`src/rtl/config_fetch_seq.sv`:
```
// config_fetch_seq
//   Walks every neuron of the core configuration memory and, in learning time
//   steps, every neuron/axon pair. Drives the three config read ports and
//   hands the captured parameters to the neuron datapath through valid/ready.
//
// Ports
//   clk_i, rst_n_i          clock, asynchronous active-low reset
//   start_i, lrn_en_i       begin a sweep; learning mode sampled with start_i
//   busy_o, done_o          sweep in progress; one-cycle completion pulse
//   Addr/rdEn_Config_A_o    learning-parameter port (neuron address)
//   Addr/rdEn_Config_B_o    neuron-parameter port (neuron address)
//   Addr/rdEn_Config_C_o    axon learn-mode port ({neuron, axon} address)
//   nurn_idx_o, axon_idx_o  current neuron / axon
//   cfg_vld_o, cfg_rdy_i    neuron parameter handshake
//   axon_vld_o, axon_rdy_i  axon learn-mode handshake
module config_fetch_seq #(
    parameter int unsigned NUM_NURNS          = 256,
    parameter int unsigned NUM_AXONS          = 256,
    parameter int unsigned NURN_CNT_BIT_WIDTH = 8,
    parameter int unsigned AXON_CNT_BIT_WIDTH = 8
) (
    input  logic                                         clk_i,
    input  logic                                         rst_n_i,
    input  logic                                         start_i,
    input  logic                                         lrn_en_i,
    output logic                                         busy_o,
    output logic                                         done_o,
    output logic [NURN_CNT_BIT_WIDTH-1:0]                Addr_Config_A_o,
    output logic                                         rdEn_Config_A_o,
    output logic [NURN_CNT_BIT_WIDTH-1:0]                Addr_Config_B_o,
    output logic                                         rdEn_Config_B_o,
    output logic [NURN_CNT_BIT_WIDTH+AXON_CNT_BIT_WIDTH-1:0] Addr_Config_C_o,
    output logic                                         rdEn_Config_C_o,
    output logic [NURN_CNT_BIT_WIDTH-1:0]                nurn_idx_o,
    output logic [AXON_CNT_BIT_WIDTH-1:0]                axon_idx_o,
    output logic                                         cfg_vld_o,
    input  logic                                         cfg_rdy_i,
    output logic                                         axon_vld_o,
    input  logic                                         axon_rdy_i
);

    localparam logic [NURN_CNT_BIT_WIDTH-1:0] NURN_LAST = NURN_CNT_BIT_WIDTH'(NUM_NURNS - 1);
    localparam logic [AXON_CNT_BIT_WIDTH-1:0] AXON_LAST = AXON_CNT_BIT_WIDTH'(NUM_AXONS - 1);

    typedef enum logic [2:0] {
        IDLE,
        N_ISSUE,
        N_CAPT,
        N_PRES,
        A_ISSUE,
        A_CAPT,
        A_PRES,
        DONE
    } state_t;

    state_t                                          state, state_n;
    logic [NURN_CNT_BIT_WIDTH-1:0]                   nurn_idx, nurn_n;
    logic [AXON_CNT_BIT_WIDTH-1:0]                   axon_idx, axon_n;
    logic                                            lrn_q, lrn_n;
    logic                                            rd_a, rd_b, rd_c;
    logic [NURN_CNT_BIT_WIDTH-1:0]                   addr_a_q, addr_b_q;
    logic [NURN_CNT_BIT_WIDTH+AXON_CNT_BIT_WIDTH-1:0] addr_c_q;

    always_ff @(posedge clk_i or negedge rst_n_i) begin
        if (!rst_n_i) begin
            state    <= IDLE;
            nurn_idx <= '0;
            axon_idx <= '0;
            lrn_q    <= 1'b0;
            addr_a_q <= '0;
            addr_b_q <= '0;
            addr_c_q <= '0;
        end else begin
            state    <= state_n;
            nurn_idx <= nurn_n;
            axon_idx <= axon_n;
            lrn_q    <= lrn_n;
            // Remember the last driven address so the ports hold it once the
            // read enables drop.
            if (rd_a) addr_a_q <= nurn_idx;
            if (rd_b) addr_b_q <= nurn_idx;
            if (rd_c) addr_c_q <= {nurn_idx, axon_idx};
        end
    end

    always_comb begin
        state_n   = state;
        nurn_n    = nurn_idx;
        axon_n    = axon_idx;
        lrn_n     = lrn_q;
        rd_a      = 1'b0;
        rd_b      = 1'b0;
        rd_c      = 1'b0;
        cfg_vld_o  = 1'b0;
        axon_vld_o = 1'b0;
        done_o     = 1'b0;

        case (state)
            IDLE: begin
                if (start_i) begin
                    lrn_n   = lrn_en_i;
                    nurn_n  = '0;
                    axon_n  = '0;
                    state_n = N_ISSUE;
                end
            end
            N_ISSUE: begin
                rd_b    = 1'b1;
                rd_a    = lrn_q;
                state_n = N_CAPT;
            end
            N_CAPT: begin
                rd_b    = 1'b1;
                rd_a    = lrn_q;
                state_n = N_PRES;
            end
            N_PRES: begin
                cfg_vld_o = 1'b1;
                if (cfg_rdy_i) begin
                    if (lrn_q) begin
                        axon_n  = '0;
                        state_n = A_ISSUE;
                    end else if (nurn_idx == NURN_LAST) begin
                        state_n = DONE;
                    end else begin
                        nurn_n  = nurn_idx + 1'b1;
                        state_n = N_ISSUE;
                    end
                end
            end
            A_ISSUE: begin
                rd_c    = 1'b1;
                state_n = A_CAPT;
            end
            A_CAPT: begin
                rd_c    = 1'b1;
                state_n = A_PRES;
            end
            A_PRES: begin
                axon_vld_o = 1'b1;
                if (axon_rdy_i) begin
                    if (axon_idx != AXON_LAST) begin
                        axon_n  = axon_idx + 1'b1;
                        state_n = A_ISSUE;
                    end else if (nurn_idx == NURN_LAST) begin
                        state_n = DONE;
                    end else begin
                        nurn_n  = nurn_idx + 1'b1;
                        axon_n  = '0;
                        state_n = N_ISSUE;
                    end
                end
            end
            DONE: begin
                done_o  = 1'b1;
                state_n = IDLE;
            end
            default: state_n = IDLE;
        endcase
    end

    assign busy_o          = (state != IDLE);
    assign rdEn_Config_A_o = rd_a;
    assign rdEn_Config_B_o = rd_b;
    assign rdEn_Config_C_o = rd_c;
    assign Addr_Config_A_o = rd_a ? nurn_idx : addr_a_q;
    assign Addr_Config_B_o = rd_b ? nurn_idx : addr_b_q;
    assign Addr_Config_C_o = rd_c ? {nurn_idx, axon_idx} : addr_c_q;
    assign nurn_idx_o      = nurn_idx;
    assign axon_idx_o      = axon_idx;

endmodule

```
`config.mk`:
```
export PLATFORM = sky130hd
export DESIGN_NAME = config_fetch_seq
export DESIGN_NICKNAME = d
export VERILOG_FILES = /design/src/rtl/config_fetch_seq.sv
export SDC_FILE = /design/constraint.sdc
export NUM_CORES = 1
export LEC_CHECK = 0
export CELL_PAD_IN_SITES_DETAIL_PLACEMENT = 0
export CELL_PAD_IN_SITES_GLOBAL_PLACEMENT = 1
export CORE_UTILIZATION = 41
export DETAILED_ROUTE_END_ITERATION = 6
export PLACE_DENSITY_LB_ADDON = 0.1
export SYNTH_ARGS = -nofsm -noshare
export SYNTH_HDL_FRONTEND = slang
export SYNTH_SLANG_ARGS = --single-unit
```
`constraint.sdc`:
```
create_clock -name clk_i -period 5 [get_ports clk_i]
set_input_delay 1.5 -clock clk_i [delete_from_list [all_inputs] [get_ports clk_i]]
set_output_delay 1.5 -clock clk_i [all_outputs]
set_load 0.05 [all_outputs]
```
==> impl_metrics.ini <==
[logic_synthesis]
yosysWarningCount = 0
ys_async_sr_fraction_pct = 100
yosysMostFrequentCell = dfrtp_1
syn-cell-area_mm2 = 0.00243
ys_seq_area_share_pct = 53.6
synth_edf_count = 0
ys_types = 45
avgSynthCellArea_um2 = 11.5
ys.flop_type = dfrtp_1
yosys_register_bits = 52
synth_area_leader_cell = dfrtp_1
ys_top_cells_by_area = dfrtp_1 54%, mux2_2 15%, o21ai_0 3.3%
ys_top_cells_by_count = 52 x dfrtp_1, 33 x mux2_2, 16 x nand2_1, 16 x o21ai_0, 9 x and3_1
synth_top_area_share_pct = 53.6
syn_inst = 211
synth_nets = 219

[clock_network]
cts.sinks = 52
insertion_delay_ns = 0.30
clockBufferDepth = 2
cts_resized = 0
h-tree-depth = 2
cts_root_buffer = clkbuf_8
cts_tree = done
hold_buffers = 0
cts_setup_buffers = 0
path_clk_slew_ns = 0.09
cts_buffers = 5

[worst_setup_path]
crit_arrival_ns = 2.94
r2r_start = axon_idx_o[0]$_DFFE_PN0P_
critPathMaxFanout = 18
reg2reg_depth = 6
path_class = reg -> out
r2r_slack_ns = 2.40
cp_slowest_stage_delay_ns = 0.81
cp_cell_sequence = xnor2_1 > nor2_4 > nand2_1 > mux2_2 > clkdlybuf4s50_1
rr_endpoint = nurn_idx_o[3]$_DFFE_PN0P_
cp.required_ns = 3.50
cp-end-kind = output port
crit_path_start_kind = flip-flop
crit_slowest_cell = clkdlybuf4s50_1

[layout]
nets = 277
drive_gt1_share_pct = 18.1
area_growth_pct = 30.4
final_core_utilization_pct = 56.5
fin_area_mm2 = 0.00317
antenna-diode-count = 0

[timing]
max_slew_margin_pct = 57.2
fmax_mhz = 225
timing.final.crit_share_pct = 88.8
tightest_slew_ns = 0.643
hold_viol = 0
setup_violations = 0
finClkSkew_ns = 0.00373
rsz0062_at_grt = false
fin_crit_ns = 4.44
setup_slack_ns = 0.559
tns_ns = 0
finalMaxSlewViolations = 0

[floorplanning]
rows = 27
dieArea_mm2 = 0.00624
core_area_mm2 = 0.00561
die_height_um = 79.0
fp.dieW_um = 79.0
start_util_pct = 43.3
io_pins = 61

[global_route]
grt_overflow = 0
grt_pass1_wl_mm = 8.85
grt_pass1_vias = 1795
antenna_found_initial = 0
grt_max_degree = 53
grt_use_total_pct = 18.5

[run]
drv_cap = 0

[detailed_routing]
vias_per_cell = 5.40
wirelength_mm = 5.33
drcViolationCount = 0
drtIter0Drc = 142
drt_pass1_iterations = 6
via_count = 1846
ant_nets = 0
route.detailed.wl_per_inst_um = 15.6

[run_status]
status = finished, final reports clean

[placement]
dp_slack_ns = 0.849
io_buffers = 60
placed_area_mm2 = 0.00307
dp_hpwl_mm = 3.76
gp_congestion = 0.772

[power]
ir_worst_vdd_uv = 297
power_density_mw_per_mm2 = 471
leakagePower_nw = 1.45

[hold_path]
holdCritStartpoint = addr_c_q[6]$_DFF_PN0_
whs_path_depth = 1
hp-class = reg -> reg
whs_endpoint = addr_c_q[6]$_DFF_PN0_
where the power goes:
| part | total (mW) | switching, mW | leakage [nW] | internal, mW |
|---|---|---|---|---|
| registers | 0.549 | 0.0791 | 0.714 | 0.470 |
| clock network | 0.242 | 0.129 | 0.0445 | 0.113 |
| logic | 0.702 | 0.452 | 0.695 | 0.250 |
how the worst max path moves through the flow:
stage / start / endpoint / slack (ns) / depth (start not counted)
6_report: state[1]$_DFFE_PN0P_ / Addr_Config_A_o[1] / 0.56 / 5
5_1_grt: state[1]$_DFFE_PN0P_ / Addr_Config_A_o[1] / 0.34 / 5
4_1_cts: state[1]$_DFFE_PN0P_ / Addr_Config_A_o[1] / 0.51 / 5
3_5_place_dp: state[1]$_DFFE_PN0P_ / Addr_Config_A_o[1] / 0.85 / 5
3_3_place_gp: state[1]$_DFFE_PN0P_ / Addr_Config_A_o[2] / 0.94 / 5
2_1_floorplan: state[0]$_DFFE_PN0P_ / Addr_Config_A_o[0] / 1.63 / 5
per-stage QoR:
step | hold WS (ns) | power (mW) | instances
floorplan | 0.575 | 1.06 | 211
global placement | 0.477 | 1.26 | 334
detailed placement | 0.484 | 1.27 | 334
CTS | 0.506 | 1.51 | 342
global route | 0.513 | 1.58 | 342
finish | 0.501 | 1.49 | 342
per-layer routing:
metal | wire, um | share of wire (%) | vias up | global-route usage, %
li1 | - | - | 879 | -
met1 | 2420 | 45 | 910 | 23.9
met2 | 2640 | 49 | 50 | 31.0
met3 | 216 | 4.1 | 7 | 3.79
met4 | 61 | 1.1 | 0 | 5.82
met5 | 0 | 0 | - | 0
placed cells by master (no fill, tap or decap), types with 3 or more instances in the layout:
| master | Yosys | routed |
|---|---|---|
| a31oi_1 | 3 | 3 |
| and3_1 | 9 | 9 |
| clkbuf_8 | 0 | 6 |
| clkdlybuf4s50_1 | 0 | 59 |
| dfrtp_1 | 52 | 52 |
| inv_1 | 6 | 6 |
| mux2_2 | 33 | 33 |
| nand2_1 | 16 | 16 |
| nand2b_1 | 3 | 3 |
| nand3_1 | 8 | 8 |
| nor2_1 | 7 | 7 |
| o21ai_0 | 16 | 16 |
| o21ai_1 | 7 | 7 |
| o31ai_1 | 6 | 6 |
critical path, delay by kind of cell, from the launching register on:
family | cells | cell delay, ns
xor gates and xnor gates | 1 | 0.19
and+or+nand+nor | 2 | 0.60
DFF | 1 | 0.70
buffers and inverters | 1 | 0.81
muxes | 1 | 0.34
state kept, by name, summed over array words and instances (netlist names):
| name | flops |
|---|---|
| addr_c_q | 16 |
| state | 3 |
| addr_a_q | 8 |
| addr_b_q | 8 |
| lrn_q | 1 |
| nurn_idx_o | 8 |
| axon_idx_o | 8 |
cells by family (layout without fill, tap and decap cells):
kind of cell / count (synthesis) / count (layout) / synth area share [%]
AND/OR/NAND/NOR: 63 / 63 / 15.0
flip-flops: 52 / 52 / 53.6
multiplexers: 33 / 33 / 15.3
adder cells (fa/ha/maj): 2 / 2 / 1.03
buffers and inverters: 18 / 77 / 3.50
AO/OA/AOI/OAI: 41 / 41 / 10.8
XOR/XNOR: 2 / 2 / 0.721
final cells by class:
cell class	instances	area [um^2]
Multi-Input combinational cell	141	1040
Clock inverter	1	7.51
Clock buffer	7	86.3
Fill cell	516	2440
Inverter	7	28.8
Tap cell	72	90.1
Timing Repair Buffer	62	611
Sequential cell	52	1300
No activity file was read; power rests on OpenSTA's default activity.
